File: config.mk
export PLATFORM = sky130hd
export DESIGN_NAME = tlb_refill_ctrl_flat
export DESIGN_NICKNAME = d
export VERILOG_FILES = /design/src/rtl/tlb_refill_ctrl_if.sv /design/src/rtl/tlb_refill_ctrl.sv /design/src/flat_wrapper.sv
export SDC_FILE = /design/constraint.sdc
export NUM_CORES = 1
export LEC_CHECK = 0
export ABC_AREA = 1
export BUFFER_PORTS_ARGS = -buffer_cell sky130_fd_sc_hd__buf_4
export CORE_MARGIN = 2
export CORE_UTILIZATION = 58
export DETAILED_ROUTE_END_ITERATION = 12
export PLACE_DENSITY = 0.84
export SETUP_SLACK_MARGIN = 0.5
export SYNTH_ARGS = -nofsm -noshare
export SYNTH_HDL_FRONTEND = slang
export SYNTH_SLANG_ARGS = --single-unit
File: constraint.sdc
create_clock -name clk -period 5.9 [get_ports clk]
set_input_delay 1.475 -clock clk [delete_from_list [all_inputs] [get_ports clk]]
set_output_delay 1.475 -clock clk [all_outputs]
set_load 0.02 [all_outputs]
File: src/rtl/tlb_refill_ctrl_if.sv
// rtl/tlb_refill_ctrl_if.sv - TLB miss, page-table memory and fill/fault bundle for tlb_refill_ctrl.
interface tlb_refill_ctrl_if #(
  parameter int VPN_W = 20,
  parameter int PPN_W = 8
);
  logic             itlb_miss;
  logic [VPN_W-1:0] itlb_vpn;
  logic             dtlb_miss;
  logic [VPN_W-1:0] dtlb_vpn;
  logic [31:0]      ptbr;
  logic             mem_req;
  logic [31:0]      mem_addr;
  logic             mem_gnt;
  logic             mem_rvalid;
  logic [31:0]      mem_rdata;
  logic             itlb_write;
  logic             dtlb_write;
  logic [VPN_W-1:0] tlb_logic_page;
  logic [PPN_W-1:0] tlb_physical_page;
  logic             page_fault;
  logic             fault_is_data;
  logic [1:0]       fault_cause;
  logic [VPN_W-1:0] fault_vpn;
  logic             busy;

  modport master (
    input  itlb_miss, itlb_vpn, dtlb_miss, dtlb_vpn, ptbr,
    input  mem_gnt, mem_rvalid, mem_rdata,
    output mem_req, mem_addr,
    output itlb_write, dtlb_write, tlb_logic_page, tlb_physical_page,
    output page_fault, fault_is_data, fault_cause, fault_vpn, busy
  );

  modport slave (
    output itlb_miss, itlb_vpn, dtlb_miss, dtlb_vpn, ptbr,
    output mem_gnt, mem_rvalid, mem_rdata,
    input  mem_req, mem_addr,
    input  itlb_write, dtlb_write, tlb_logic_page, tlb_physical_page,
    input  page_fault, fault_is_data, fault_cause, fault_vpn, busy
  );
endinterface

File: src/rtl/tlb_refill_ctrl.sv
// rtl/tlb_refill_ctrl.sv - shared iTLB/dTLB refill walker over a linear single-level page table.
module tlb_refill_ctrl #(
  parameter int VPN_W   = 20,
  parameter int PPN_W   = 8,
  parameter int TIMEOUT = 255
) (
  input  logic                clk,
  input  logic                reset,
  input  logic                flush,
  tlb_refill_ctrl_if.master   bus
);
  typedef enum logic [2:0] {IDLE, REQ, WAIT, FILL, FAULT, GAP} state_t;

  localparam int          PAD      = 30 - VPN_W;
  localparam logic [7:0]  TMO_LAST = 8'(TIMEOUT - 1);

  state_t             state_q, state_d;
  logic               grant, grant_data;
  logic [VPN_W-1:0]   vpn_sel;
  logic               last_grant_q, req_is_data_q, drop_q;
  logic [VPN_W-1:0]   vpn_q, page_q, f_vpn_q;
  logic [PPN_W-1:0]   ppn_q, phys_q;
  logic [7:0]         cnt_q;
  logic [1:0]         cause_q, f_cause_q;
  logic               f_data_q;
  logic [31:0]        addr_q;
  logic               kill, fill_ok, fault_ok;
  logic               unused_rdata;

  assign unused_rdata = ^bus.mem_rdata[30:PPN_W];

  always_comb begin
    state_d    = state_q;
    grant      = 1'b0;
    grant_data = 1'b0;
    case (state_q)
      IDLE: begin
        if (bus.itlb_miss || bus.dtlb_miss) begin
          grant   = 1'b1;
          state_d = REQ;
          // On a tie the side that did not win last time goes first.
          if (bus.itlb_miss && bus.dtlb_miss) grant_data = ~last_grant_q;
          else                                grant_data = bus.dtlb_miss;
        end
      end
      REQ:  if (bus.mem_gnt) state_d = WAIT;
      WAIT: begin
        if (bus.mem_rvalid)          state_d = bus.mem_rdata[31] ? FILL : FAULT;
        else if (cnt_q == TMO_LAST)  state_d = FAULT;
      end
      FILL:    state_d = GAP;
      FAULT:   state_d = GAP;
      GAP:     state_d = IDLE;
      default: state_d = IDLE;
    endcase
  end

  assign vpn_sel  = grant_data ? bus.dtlb_vpn : bus.itlb_vpn;
  assign kill     = drop_q | flush;
  assign fill_ok  = (state_q == FILL)  && !kill;
  assign fault_ok = (state_q == FAULT) && !kill;

  always_ff @(posedge clk) begin
    if (reset) begin
      state_q       <= IDLE;
      last_grant_q  <= 1'b1;
      req_is_data_q <= 1'b0;
      drop_q        <= 1'b0;
      vpn_q         <= '0;
      ppn_q         <= '0;
      cnt_q         <= '0;
      cause_q       <= '0;
      addr_q        <= '0;
      page_q        <= '0;
      phys_q        <= '0;
      f_data_q      <= 1'b0;
      f_cause_q     <= '0;
      f_vpn_q       <= '0;
    end else begin
      state_q <= state_d;
      if (grant) begin
        req_is_data_q <= grant_data;
        vpn_q         <= vpn_sel;
        drop_q        <= 1'b0;
        cnt_q         <= '0;
        addr_q        <= bus.ptbr + {{PAD{1'b0}}, vpn_sel, 2'b00};
        if (bus.itlb_miss && bus.dtlb_miss) last_grant_q <= grant_data;
      end
      // The walk runs to completion after a flush so memory is not left with an orphan read.
      if (flush && (state_q == REQ || state_q == WAIT || state_q == FILL || state_q == FAULT))
        drop_q <= 1'b1;
      if (state_q == WAIT) begin
        cnt_q <= cnt_q + 8'd1;
        if (bus.mem_rvalid && bus.mem_rdata[31]) ppn_q <= bus.mem_rdata[PPN_W-1:0];
        if (state_d == FAULT) cause_q <= bus.mem_rvalid ? 2'b01 : 2'b10;
      end
      if (fill_ok) begin
        page_q <= vpn_q;
        phys_q <= ppn_q;
      end
      if (fault_ok) begin
        f_data_q  <= req_is_data_q;
        f_cause_q <= cause_q;
        f_vpn_q   <= vpn_q;
      end
    end
  end

  assign bus.mem_req           = (state_q == REQ);
  assign bus.mem_addr          = addr_q;
  assign bus.busy              = (state_q != IDLE);
  assign bus.itlb_write        = fill_ok & ~req_is_data_q;
  assign bus.dtlb_write        = fill_ok &  req_is_data_q;
  assign bus.tlb_logic_page    = fill_ok ? vpn_q : page_q;
  assign bus.tlb_physical_page = fill_ok ? ppn_q : phys_q;
  assign bus.page_fault        = fault_ok;
  assign bus.fault_is_data     = fault_ok ? req_is_data_q : f_data_q;
  assign bus.fault_cause       = fault_ok ? cause_q       : f_cause_q;
  assign bus.fault_vpn         = fault_ok ? vpn_q         : f_vpn_q;
endmodule

File: src/flat_wrapper.sv
// flat-port wrapper written by rule: the top's interface ports become plain ports
module tlb_refill_ctrl_flat 
#(
  parameter int VPN_W   = 20,
  parameter int PPN_W   = 8,
  parameter int TIMEOUT = 255
)
  (clk, reset, flush, bus_itlb_miss, bus_itlb_vpn, bus_dtlb_miss, bus_dtlb_vpn, bus_ptbr, bus_mem_gnt, bus_mem_rvalid, bus_mem_rdata, bus_mem_req, bus_mem_addr, bus_itlb_write, bus_dtlb_write, bus_tlb_logic_page, bus_tlb_physical_page, bus_page_fault, bus_fault_is_data, bus_fault_cause, bus_fault_vpn, bus_busy);
  tlb_refill_ctrl_if #(.VPN_W(VPN_W), .PPN_W(PPN_W)) bus_i ();
  input  logic clk;
  input  logic reset;
  input  logic flush;
  input wire logic [$bits(bus_i.itlb_miss)-1:0] bus_itlb_miss;
  input wire logic [$bits(bus_i.itlb_vpn)-1:0] bus_itlb_vpn;
  input wire logic [$bits(bus_i.dtlb_miss)-1:0] bus_dtlb_miss;
  input wire logic [$bits(bus_i.dtlb_vpn)-1:0] bus_dtlb_vpn;
  input wire logic [$bits(bus_i.ptbr)-1:0] bus_ptbr;
  input wire logic [$bits(bus_i.mem_gnt)-1:0] bus_mem_gnt;
  input wire logic [$bits(bus_i.mem_rvalid)-1:0] bus_mem_rvalid;
  input wire logic [$bits(bus_i.mem_rdata)-1:0] bus_mem_rdata;
  output wire logic [$bits(bus_i.mem_req)-1:0] bus_mem_req;
  output wire logic [$bits(bus_i.mem_addr)-1:0] bus_mem_addr;
  output wire logic [$bits(bus_i.itlb_write)-1:0] bus_itlb_write;
  output wire logic [$bits(bus_i.dtlb_write)-1:0] bus_dtlb_write;
  output wire logic [$bits(bus_i.tlb_logic_page)-1:0] bus_tlb_logic_page;
  output wire logic [$bits(bus_i.tlb_physical_page)-1:0] bus_tlb_physical_page;
  output wire logic [$bits(bus_i.page_fault)-1:0] bus_page_fault;
  output wire logic [$bits(bus_i.fault_is_data)-1:0] bus_fault_is_data;
  output wire logic [$bits(bus_i.fault_cause)-1:0] bus_fault_cause;
  output wire logic [$bits(bus_i.fault_vpn)-1:0] bus_fault_vpn;
  output wire logic [$bits(bus_i.busy)-1:0] bus_busy;
  assign bus_i.itlb_miss = bus_itlb_miss;
  assign bus_i.itlb_vpn = bus_itlb_vpn;
  assign bus_i.dtlb_miss = bus_dtlb_miss;
  assign bus_i.dtlb_vpn = bus_dtlb_vpn;
  assign bus_i.ptbr = bus_ptbr;
  assign bus_i.mem_gnt = bus_mem_gnt;
  assign bus_i.mem_rvalid = bus_mem_rvalid;
  assign bus_i.mem_rdata = bus_mem_rdata;
  assign bus_mem_req = bus_i.mem_req;
  assign bus_mem_addr = bus_i.mem_addr;
  assign bus_itlb_write = bus_i.itlb_write;
  assign bus_dtlb_write = bus_i.dtlb_write;
  assign bus_tlb_logic_page = bus_i.tlb_logic_page;
  assign bus_tlb_physical_page = bus_i.tlb_physical_page;
  assign bus_page_fault = bus_i.page_fault;
  assign bus_fault_is_data = bus_i.fault_is_data;
  assign bus_fault_cause = bus_i.fault_cause;
  assign bus_fault_vpn = bus_i.fault_vpn;
  assign bus_busy = bus_i.busy;
  tlb_refill_ctrl #(.VPN_W(VPN_W), .PPN_W(PPN_W), .TIMEOUT(TIMEOUT)) u_core (.clk(clk), .reset(reset), .flush(flush), .bus(bus_i));
endmodule
Yosys cells after proc, flatten, opt, wreduce, memory -nomap -nowiden
Cells that the tools add are included.

Reduce and logical (&&, ||, !) cells: 18. Eq/ne operators: 6. $add $sub $neg: 2. Multiplexer cells: 22. Bitwise operators: 5.

Operator list (number): $mux W20 (3); $add A32 B22 Y32 (1); $mux W8 (3); $mux W3 (5); $pmux W3 S4 (1); $add A8 B1 Y8 const B (1); $eq A8 B8 Y1 const B (1); $mux W1 (8); $eq A3 B2 Y1 const B (2); $eq A3 B3 Y1 const B (2); $reduce_and A2 Y1 (3); $logic_and A1 B1 Y1 (5); $logic_or A1 B1 Y1 (4); $mux W2 (2); $reduce_bool A2 Y1 (2); $eq A3 B1 Y1 const B (1); $logic_not A3 Y1 (1); $reduce_bool A3 Y1 (1); $and A1 B1 Y1 (2); $not A1 Y1 (2); $reduce_or A2 Y1 (1); $logic_not A1 Y1 (1); $or A1 B1 Y1 (1).

Output and inout port bits: 88. Input port bits: 111. Logic and storage cells: 67. Register bits after elaboration: 127.

Depth between registers and ports, before layout
Gate-level depths: netlist (run 1).

Word-level depth: 6. Depth in mapped cells: 22.

Worst setup path after synthesis (run 1)
Ideal clock, no wire load.

Path type: input to output. From: in flush. To: out bus_fault_cause[0]. Required time: 4.425 ns. Data arrival time: 2.476 ns. Path slack: 1.949 ns. Cell stages on the path: 7. Cell sequence: nor2_1 nand3_1 inv_1 clkbuf_1 or2_2 inv_1 a21oi_1.

Word-level cells in the longest chain between the ends: 4.

RTL lines: start: declaration (RTL line flat_wrapper.sv:12) `input logic flush;`; $or A1 B1 Y1 (RTL line tlb_refill_ctrl.sv:59) `assign kill = drop_q | flush;`; $logic_not A1 Y1 (RTL line tlb_refill_ctrl.sv:61) `assign fault_ok = (state_q == FAULT) && !kill;`; $logic_and A1 B1 Y1 (RTL line tlb_refill_ctrl.sv:61); $mux W2 (RTL line tlb_refill_ctrl.sv:118) `assign bus.fault_cause = fault_ok ? cause_q : f_cause_q;`; end: declaration (RTL line flat_wrapper.sv:29) `output wire logic [$bits(bus_i.fault_cause)-1:0] bus_fault_cause;`.

Every way passes these cells.

Worst setup path after layout (run 1)
From: in flush. To: out bus_fault_vpn[14].

Word-level cells in the longest chain between the ends: 4.

RTL lines: $or A1 B1 Y1 (RTL line tlb_refill_ctrl.sv:59); $logic_not A1 Y1 (RTL line tlb_refill_ctrl.sv:61); $logic_and A1 B1 Y1 (RTL line tlb_refill_ctrl.sv:61); $mux W20 (RTL line tlb_refill_ctrl.sv:119) `assign bus.fault_vpn = fault_ok ? vpn_q : f_vpn_q;`; end: declaration (RTL line flat_wrapper.sv:30) `output wire logic [$bits(bus_i.fault_vpn)-1:0] bus_fault_vpn;`.

Every way passes these cells.

==> results of run 1 <==
==> worst max path at each step <==
stage	cells after the start	start	slack [ns]	to
6_report	9	flush	1.11	bus_fault_vpn[14]
5_1_grt	9	flush	1.03	bus_fault_vpn[14]
4_1_cts	9	flush	1.12	bus_fault_vpn[14]
3_5_place_dp	9	flush	1.20	bus_fault_vpn[2]
3_3_place_gp	9	flush	1.22	bus_fault_vpn[15]
2_1_floorplan	7	flush	1.95	bus_fault_cause[0]
==> registers in the layout (all words and copies together), names as in the netlist, 3 cells and up <==
signal               cells
u_core.vpn_q            20
u_core.phys_q            8
u_core.page_q           20
u_core.state_q           3
u_core.ppn_q             8
u_core.f_vpn_q          20
u_core.cnt_q             8
u_core.bus.mem_addr     32
==> through the flow <==
| stage | instances | hold slack [ns] | util |
|---|---|---|---|
| 6_report | 1506 | 0.441 | 0.751 |
| 5_1_grt | 1506 | 0.459 | 0.751 |
| 4_1_cts | 1506 | 0.445 | 0.751 |
| 3_5_place_dp | 1474 | 0.436 | 0.701 |
| 3_3_place_gp | 1474 | 0.433 | 0.701 |
| 2_1_floorplan | 1165 | 0.421 | - |
==> cells in the final DEF (no fill, tap or decap), drive strengths merged, types with 3 or more instances in the layout <==
master    Yosys  final
nand4         9      9
clkinv        0      6
nor2         82     82
inv         258    259
dfxtp       127    127
nor3         10     10
o21ai        81     81
o21a         18     18
nand3        60     60
bufinv        0      4
clkinvlp      0      3
xor2         10     10
ha           22     22
nand2       293    293
a211oi       25     25
buf          21    180
o21bai       10     10
a21oi        80     80
or2          24     24
and2          5      5
clkbuf       22     18
==> area by class of cell <==
class	instances	area, um^2	share of cell area
sequential	127	2540	0.271
tap	172	215	0.0229
clock inverter	14	189	0.0201
inverter	258	968	0.103
timing repair buffer	180	1360	0.145
clock buffer	18	429	0.0457
multi-input combinational	737	3690	0.392
==> cell usage after synthesis, drive strengths merged <==
| library cell | instances |
|---|---|
| a211oi | 25 |
| a41oi | 1 |
| nor2 | 82 |
| o21bai | 10 |
| fa | 1 |
| a21oi | 80 |
| a32oi | 1 |
| xnor2 | 1 |
| or2 | 24 |
| clkbuf | 22 |
| xor2 | 10 |
| and2 | 5 |
| nand3 | 60 |
| a221oi | 1 |
| nand3b | 1 |
| nand4 | 9 |
| buf | 21 |
| dfxtp | 127 |
| ha | 22 |
| nand2 | 293 |
| inv | 258 |
| a21boi | 1 |
| o21a | 18 |
| nor3 | 10 |
| o21ai | 81 |
| a31oi | 1 |
==> routing by layer <==
layer  vias to the layer above  GRT usage
li1                       3916          -
met1                      3431      0.372
met2                       225      0.498
met3                        57     0.0566
met4                         0      0.172
met5                         -          0
==> logic make-up after synthesis <==
| kind of cell | count (synthesis) |
|---|---|
| AO/OA/AOI/OAI | 219 |
| adder cells (fa/ha/maj) | 23 |
| flip-flops | 127 |
| AND/OR/NAND/NOR | 484 |
| buffers and inverters | 301 |
| XOR/XNOR | 11 |
==> where the power goes <==
part	switching, mW	leakage, nW	internal [mW]
clock network	0.395	0.296	0.706
logic	0.512	3.98	0.291
registers	0.0433	1.04	0.941
==> critical path, delay by kind of cell <==
kind | cells | cell delay, ns
compound gates | 1 | 0.06
buf+inv | 5 | 1.32
simple gates | 3 | 0.44
==> results.py, run 1 <==
metrics = {
    "outcome": {
        "status": "complete, no violations",
    },
    "cells_and_area": {
        "nets": 1455,
        "area_growth_pct": 27.0,
        "layout-drive-gt1-share": 0.184,
        "fillers": 1007,
        "diodes": 0,
        "final_design_area_no_fill_um2": 9390,
    },
    "grt": {
        "antenna_found_initial": 0,
        "grt_usage": 0.302,
        "grt_pass1_vias": 6774,
        "grt_pass1_wl_mm": 32.0,
        "grt_start_max_net_pins": 85,
        "overflow": 0,
    },
    "cts": {
        "cts_num_sinks": 127,
        "cts_root_buf": "clkbuf_16",
        "post_cts_buffers": 0,
        "clock_path_buffers": 2,
        "clk_latency_ns": 0.42,
        "cts_tree": "done",
        "post_cts_resized": 0,
        "cts.clk_slew.worst_paths_ns": 0.06,
        "numCtsBuffers": 17,
        "cts_htree_levels": 4,
        "postCtsHoldBufs": 0,
    },
    "floorplanning": {
        "die-area_um2": 13700,
        "pin_count": 199,
        "initial_core_util": 0.591,
        "rows": 41,
        "die_w_um": 117,
        "die_h_um": 117,
        "core_um2": 12500,
    },
    "routing": {
        "wl_met2_mm": 9.64,
        "ant_nets": 0,
        "dr.pass1.iters": 5,
        "highest_layer": "met4",
        "routedLengthMet1_mm": 8.93,
        "wl_per_cell_um": 13.7,
        "routed-wl-met3_mm": 1.07,
        "vias_per_cell": 5.07,
        "drc": 0,
        "wirelength_mm": 20.6,
        "drt-initial-drc-count": 511,
        "vias": 7629,
    },
    "sta": {
        "layout_worst_path_cycle_share": 0.811,
        "tightest_slew_ns": 1.02,
        "max_freq_mhz": 209,
        "slew-limit-headroom": 0.323,
        "finalMaxSlewViolations": 0,
        "tns_ns": 0,
        "rsz0062_at_grt": "false",
        "setup_violations": 0,
        "period_minus_slack_ns": 4.79,
        "hold_viol": 0,
        "finalWorstSetupSlack_ns": 1.11,
        "clock_skew_ns": 0.00745,
    },
    "synthesis": {
        "synthSimpleGateAreaFrac": 0.274,
        "synth_nets": 1299,
        "synth.distinct_cells": 35,
        "yosys_warnings": 0,
        "avgSynthCellArea_um2": 6.35,
        "synth.top_cell.area_share": 0.344,
        "synth_compound_area_frac": 0.171,
        "synthAdderAreaFrac": 0.0399,
        "ys_ff_latch": 127,
        "synth_top_family_by_area": "simple AND/OR/NAND/NOR gates",
        "netlist_area_um2": 7400,
        "synth_area_leaders": "dfxtp_1, nand2_1, inv_1",
        "yosys.area.top_type": "dfxtp_1",
        "synth_xor_area_frac": 0.0130,
        "synthCells": 1165,
        "synth_seq_area_share": 0.344,
        "synthMuxAreaShare": 0,
    },
    "worst_setup_path": {
        "cp.required_ns": 4.43,
        "crit_path_end_kind": "primary output",
        "r2r_start": "u_core.state_q[2]",
        "cp_max_fo": 32,
        "critPathSlowestCell": "clkinv_1",
        "crit_top_cell": "buf_4",
        "worstPathCellList": "buf_4 -> nor2_1 -> nand3_1 -> clkinv_1 -> buf_12 -> or2_2 -> inv_1 -> a21oi_1 -> buf_4",
        "timing.rr.end": "u_core.bus.mem_addr[19]",
        "arrival_ns": 3.31,
        "path_class": "primary input to primary output",
        "reg2reg_slack_ns": 2.40,
        "critPathLaunchType": "primary input",
        "timing.critical_path.slowest_cell_delay_ns": 0.56,
        "reg2reg_depth": 18,
    },
    "pwr": {
        "cellLeakagePower_nw": 5.32,
        "p_per_area_nw_per_um2": 307,
        "finalPower_mw": 2.89,
        "ir_drop_mv": 0.174,
    },
    "run": {
        "drv_cap": 0,
    },
    "min_path": {
        "holdCritStartpoint": "u_core.ppn_q[2]",
        "holdCritPathClass": "register to register",
        "min_path_cells": 2,
        "hold_end": "u_core.ppn_q[2]",
    },
    "place": {
        "dp_hpwl_mm": 14.8,
        "place_area_um2": 8780,
        "place_congestion": 0.951,
        "portBuffers": 175,
        "dp_slack_ns": 1.20,
    },
}
Power figures use the tool's default switching activity.
==> run 2: changes to the inputs <==
--- a/config.mk
+++ b/config.mk
@@ -5,12 +5,12 @@
 export SDC_FILE = /design/constraint.sdc
 export NUM_CORES = 1
 export LEC_CHECK = 0
-export ABC_AREA = 1
+export ABC_AREA = 0
 export BUFFER_PORTS_ARGS = -buffer_cell sky130_fd_sc_hd__buf_4
 export CORE_MARGIN = 2
-export CORE_UTILIZATION = 58
+export CORE_UTILIZATION = 47
 export DETAILED_ROUTE_END_ITERATION = 12
-export PLACE_DENSITY = 0.84
+export PLACE_DENSITY = 0.74
 export SETUP_SLACK_MARGIN = 0.5
 export SYNTH_ARGS = -nofsm -noshare
 export SYNTH_HDL_FRONTEND = slang
==> constraint.sdc (replaced) <==
create_clock -name clk -period 4.2 [get_ports clk]
set_input_delay 1.05 -clock clk [delete_from_list [all_inputs] [get_ports clk]]
set_output_delay 1.05 -clock clk [all_outputs]
set_load 0.02 [all_outputs]
==> run 2 against run 1 <==
  * Clock skew down 0.00051 ns
  * Global-route usage shrank 6.0 points
  * Highest routed layer unchanged
  * Sequential power up 40%
  * Largest power group unchanged
  * Clock-buffer cell count stayed put
  * Synthesized area shrank 13%
  * Design area shrank 8.8%
  * Final cell count fell by 25%
==> results.py, run 2 <==
metrics = {
    "cts": {
        "clock_path_buffers": 2,
        "cts_num_sinks": 127,
        "numCtsBuffers": 17,
        "cts.clk_slew.worst_paths_ns": 0.06,
        "clk_latency_ns": 0.41,
        "cts_root_buf": "clkbuf_16",
        "cts_tree": "done",
        "cts_htree_levels": 4,
    },
    "synthesis": {
        "yosys_warnings": 0,
        "synth_edf_count": 0,
        "async_flop_share": 0,
        "synthCells": 774,
        "yosysMostFrequentCell": "nand2_1",
        "netlist_area_um2": 6420,
        "synth_nets": 908,
        "synth.cells.most_frequent": "nand2_1, dfxtp_1, nor2_1",
        "synth.distinct_cells": 59,
        "synth.top_cell.area_share": 0.396,
        "avgSynthCellArea_um2": 8.29,
        "ys_ff_latch": 127,
        "synth_area_leaders": "dfxtp_1, mux2_2, nand2_1",
        "synth_seq_area_share": 0.396,
        "synth_top_flop_cell": "dfxtp_1",
        "yosys.area.top_type": "dfxtp_1",
    },
    "routing": {
        "highest_layer": "met4",
        "drc": 0,
        "vias_per_cell": 5.24,
        "vias": 5936,
        "drt-initial-drc-count": 362,
        "ant_nets": 0,
        "wl_per_cell_um": 15.4,
        "routed-wl-met3_um": 800,
        "dr.pass1.iters": 5,
        "wirelength_mm": 17.5,
        "wl_met2_mm": 8.24,
        "routedLengthMet1_mm": 8.16,
    },
    "worst_setup_path": {
        "critPathLaunchType": "primary input",
        "cp_max_fo": 9,
        "crit_path_end_kind": "register",
        "path_class": "primary input to register",
        "arrival_ns": 3.96,
        "cp.required_ns": 4.53,
    },
    "sta": {
        "hold_viol": 0,
        "finalMaxSlewViolations": 0,
        "max_freq_mhz": 275,
        "clock_skew_ns": 0.00694,
        "period_minus_slack_ns": 3.63,
        "slew-limit-headroom": 0.501,
        "tightest_slew_ns": 0.747,
        "setup_violations": 0,
        "tns_ns": 0,
        "layout_worst_path_cycle_share": 0.864,
        "rsz0062_at_grt": "true",
    },
    "pwr": {
        "ir_drop_mv": 0.247,
        "cellLeakagePower_nw": 3.86,
        "p_per_area_nw_per_um2": 448,
    },
    "floorplanning": {
        "core_um2": 13300,
        "die_h_um": 121,
        "pin_count": 199,
        "rows": 42,
        "die_w_um": 121,
        "die-area_um2": 14600,
        "initial_core_util": 0.483,
    },
    "place": {
        "place_congestion": 0.893,
        "dp_hpwl_mm": 12.6,
        "place_area_um2": 7940,
        "portBuffers": 175,
    },
    "cells_and_area": {
        "nets": 1077,
        "final_design_area_no_fill_um2": 8570,
        "area_growth_pct": 33.6,
        "fillers": 1179,
        "largest_register_ffs": 32,
        "layout_common_cells": "buf_4, nand2_1, dfxtp_1",
        "final_common_cell": "buf_4",
        "diodes": 0,
        "layout-drive-gt1-share": 0.305,
    },
    "run": {
        "drv_cap": 0,
    },
    "grt": {
        "grt_start_max_net_pins": 64,
        "grt_pass1_wl_mm": 27.8,
        "grt_usage": 0.243,
        "overflow": 0,
        "grt_pass1_vias": 5563,
        "antenna_found_initial": 0,
    },
    "outcome": {
        "status": "complete, no violations",
    },
    "min_path": {
        "holdCritPathClass": "register to register",
    },
}
-- run 2: cell types whose count changed after synthesis, moves of 16 or more --
| cell | delta |
|---|---|
| a211oi_1 | -19 |
| a21oi_1 | -22 |
| and2_1 | +48 |
| inv_1 | -245 |
| mux2_2 | +48 |
| nand2_1 | -158 |
| nand3_1 | -45 |
| nor3_1 | +19 |
| o21a_1 | -16 |
| o21ai_0 | -40 |
| or2_2 | -21 |
-- run 2: per-layer routing --
| metal | GRT usage | up-vias |
|---|---|---|
| li1 | - | 3035 |
| met1 | 0.324 | 2721 |
| met2 | 0.392 | 163 |
| met3 | 0.0472 | 17 |
| met4 | 0.0807 | 0 |
| met5 | 0 | - |
-- run 2: stage by stage --
| step | total power, mW | hold slack (ns) | util | setup slack [ns] | cells |
|---|---|---|---|---|---|
| global route | 4.03 | 0.469 | 0.645 | 0.448 | 1132 |
| CTS | 3.86 | 0.455 | 0.643 | 0.531 | 1131 |
| finish | 3.84 | 0.453 | 0.645 | 0.570 | 1132 |
| global placement | 2.34 | 0.443 | 0.597 | 0.168 | 1099 |
| floorplan | 2.00 | 0.434 | - | 0.527 | 774 |
| detailed placement | 2.35 | 0.445 | 0.597 | 0.104 | 1099 |
-- run 2: repair_timing --
item | 4_1_cts | 5_1_grt
setup endpoints to repair | 0 | 8
hold buffers | 0 | 0
buffers inserted | 0 | 1
resized for setup | 0 | 2
-- run 2: worst paths after layout --
check                          from  slack, ns  cells past startpoint                      end
min reg2reg  u_core.bus.mem_addr[1]       0.45                      2   u_core.bus.mem_addr[1]
min          u_core.bus.mem_addr[1]       0.45                      2   u_core.bus.mem_addr[1]
max reg2reg       u_core.state_q[1]       0.68                     13  u_core.bus.mem_addr[18]
max                   bus_itlb_miss       0.57                     13  u_core.bus.mem_addr[18]
-- run 2: cell type report --
class / count / area (um^2) / area share
Timing Repair Buffer: 194 / 1460 / 0.170
Clock buffer: 18 / 429 / 0.0501
Tap cell: 176 / 220 / 0.0257
Inverter: 12 / 45.0 / 0.00525
Clock inverter: 14 / 180 / 0.0210
Multi-Input combinational cell: 591 / 3700 / 0.431
Sequential cell: 127 / 2540 / 0.297
-- run 2: worst max-delay path, stage by stage --
cell and delay (ns):
buf_4 0.11, nand2_1 0.08, nand3_4 0.15, buf_4 0.20, mux2_2 0.37, ha_1 0.34
a21o_1 0.20, a221o_1 0.43, nand4_1 0.18, a31oi_2 0.14, a31oi_1 0.20, mux2_1 0.36
o22ai_1 0.13
-- run 2: where the power goes --
group	internal [mW]	total (mW)	switching (mW)
registers	1.31	1.38	0.0709
clock network	0.943	1.51	0.568
logic	0.406	0.952	0.546
-- run 2: cells by family after synthesis --
group,count (synthesis),share of synthesized area
AND/OR/NAND/NOR,346,0.253
AO/OA/AOI/OAI,148,0.150
flip-flops,127,0.396
buffers and inverters,56,0.0345
multiplexers,53,0.0922
adder cells (fa/ha/maj),23,0.0460
XOR/XNOR,21,0.0287
==> run 3: changes to the inputs <==
--- a/config.mk
+++ b/config.mk
@@ -11,6 +11,7 @@
 export CORE_UTILIZATION = 47
 export DETAILED_ROUTE_END_ITERATION = 12
 export PLACE_DENSITY = 0.74
+export RECOVER_POWER = 25
 export SETUP_SLACK_MARGIN = 0.5
 export SYNTH_ARGS = -nofsm -noshare
 export SYNTH_HDL_FRONTEND = slang
==> run 3 against run 2 <==
  * Combinational power is 4.9% lower
  * Die area stayed put
  * Worst hold slack hardly changed
  * Sequential power about the same
  * Largest power group unchanged
  * Highest routed layer unchanged
==> results.py, run 3 (synthesis gave the netlist of run 2 again) <==
metrics = {
    "worst_setup_path": {
        "timing.critical_path.slowest_cell_delay_ns": 0.44,
        "worstPathCellList": "clkbuf_1 -> nand3_4 -> buf_4 -> mux2_2 -> ha_1 -> a21o_1 -> a221o_1 -> nand4_1 -> a31oi_2 -> a31oi_1 -> mux2_1 -> o22ai_1",
        "critPathSlowestCell": "a221o_1",
        "cp.required_ns": 4.53,
        "path_class": "primary input to register",
        "cp_max_fo": 9,
        "crit_path_end_kind": "register",
        "arrival_ns": 4.05,
        "crit_family": "compound AO/OA/AOI/OAI gates",
        "critPathLaunchType": "primary input",
        "critPathBufInv": 2,
    },
    "floorplanning": {
        "pin_count": 199,
        "die-area_um2": 14600,
        "die_w_um": 121,
        "initial_core_util": 0.483,
        "die_h_um": 121,
        "core_um2": 13300,
        "rows": 42,
    },
    "pwr": {
        "finalPower_mw": 3.79,
        "cellLeakagePower_nw": 3.72,
        "ir_drop_mv": 0.247,
        "p_per_area_nw_per_um2": 450,
    },
    "sta": {
        "tightest_slew_ns": 1.19,
        "layout_worst_path_cycle_share": 0.884,
        "setup_violations": 0,
        "rsz0062_at_grt": "true",
        "clock_skew_ns": 0.00809,
        "hold_viol": 0,
        "slew-limit-headroom": 0.205,
        "finalMaxSlewViolations": 0,
        "max_freq_mhz": 269,
        "finalWorstSetupSlack_ns": 0.486,
        "period_minus_slack_ns": 3.71,
        "tns_ns": 0,
    },
    "routing": {
        "ant_nets": 0,
        "wl_per_cell_um": 15.5,
        "vias": 5894,
        "dr.pass1.iters": 4,
        "drt-initial-drc-count": 332,
        "wirelength_mm": 17.5,
        "vias_per_cell": 5.21,
        "drc": 0,
    },
    "cells_and_area": {
        "diodes": 0,
        "final_common_cell": "buf_4",
        "fillers": 1206,
        "final_design_area_no_fill_um2": 8440,
        "layout_common_cells": "buf_4, nand2_1, dfxtp_1",
        "largest_register_ffs": 32,
        "layout-drive-gt1-share": 0.269,
        "nets": 1077,
        "final_cells": 1132,
        "area_growth_pct": 31.5,
    },
    "min_path": {
        "holdCritPathClass": "register to register",
    },
    "grt": {
        "grt_start_max_net_pins": 64,
        "antenna_found_initial": 0,
        "overflow": 0,
        "grt_pass1_vias": 5563,
        "grt_usage": 0.243,
        "grt_pass1_wl_mm": 27.8,
    },
    "outcome": {
        "status": "complete, no violations",
    },
    "cts": {
        "postCtsHoldBufs": 0,
        "cts_tree": "done",
        "cts_htree_levels": 4,
        "numCtsBuffers": 17,
        "clock_path_buffers": 2,
        "cts.clk_slew.worst_paths_ns": 0.06,
        "clk_latency_ns": 0.41,
        "cts_root_buf": "clkbuf_16",
        "cts_num_sinks": 127,
    },
    "place": {
        "dp_cells": 1099,
        "place_congestion": 0.893,
        "portBuffers": 175,
        "dp_slack_ns": 0.104,
        "dp_hpwl_mm": 12.6,
        "place_area_um2": 7940,
    },
    "run": {
        "drv_cap": 0,
    },
}
-- run 3: changes by cell type in the layout (fill, tap and decap cells not counted), sizes merged --
| cell | change |
|---|---|
| clkbuf | +35 |
| buf | -35 |
-- run 3: report_power, final --
group          internal, mW  switching, mW  leakage, nW
Combinational         0.359          0.546         2.40
Clock                 0.943          0.569        0.281
Sequential             1.31         0.0694         1.04
-- run 3: final timing paths --
kind | startpoint | cells after the start | end | slack, ns
max | bus_dtlb_miss | 12 | u_core.bus.mem_addr[18] | 0.49
min | u_core.bus.mem_addr[9] | 2 | u_core.bus.mem_addr[9] | 0.45
max reg2reg | u_core.state_q[1] | 13 | u_core.bus.mem_addr[18] | 0.66
min reg2reg | u_core.bus.mem_addr[9] | 2 | u_core.bus.mem_addr[9] | 0.45
-- run 3: timing repair --
action,4_1_cts,5_1_grt
setup endpoints to repair,0,8
buffers inserted,0,1
gates resized for setup,0,2
endpoints found under the hold margin,0,0
-- run 3: metal layers --
layer,global-route usage,part of all wire,up-vias
li1,-,-,3031
met1,0.324,0.47,2708
met2,0.392,0.47,141
met3,0.0472,0.043,14
met4,0.0807,0.013,0
met5,0,0,-
-- run 3: area by class of cell --
cell class,count,area (um^2),share of cell area
Clock buffer,18,429,0.0509
Clock inverter,14,180,0.0214
Inverter,12,45.0,0.00534
Multi-Input combinational cell,591,3690,0.438
Sequential cell,127,2540,0.301
Tap cell,176,220,0.0261
Timing Repair Buffer,194,1330,0.157
-- run 3: worst reg2reg max path, cell delays in order, from the launching register on --
cell	delay, ns
dfxtp_1	0.50
nor3_1	0.08
buf_4	0.17
nand3_4	0.14
buf_4	0.20
mux2_2	0.37
ha_1	0.34
a21o_1	0.20
a221o_1	0.44
nand4_1	0.18
a31oi_2	0.14
a31oi_1	0.20
mux2_1	0.36
o22ai_1	0.14
-- run 3: per-stage QoR --
step           hold slack [ns]   util
3_3_place_gp             0.443  0.597
6_report                 0.453  0.635
3_5_place_dp             0.445  0.597
5_1_grt                  0.462  0.635
2_1_floorplan            0.434      -
4_1_cts                  0.455  0.643
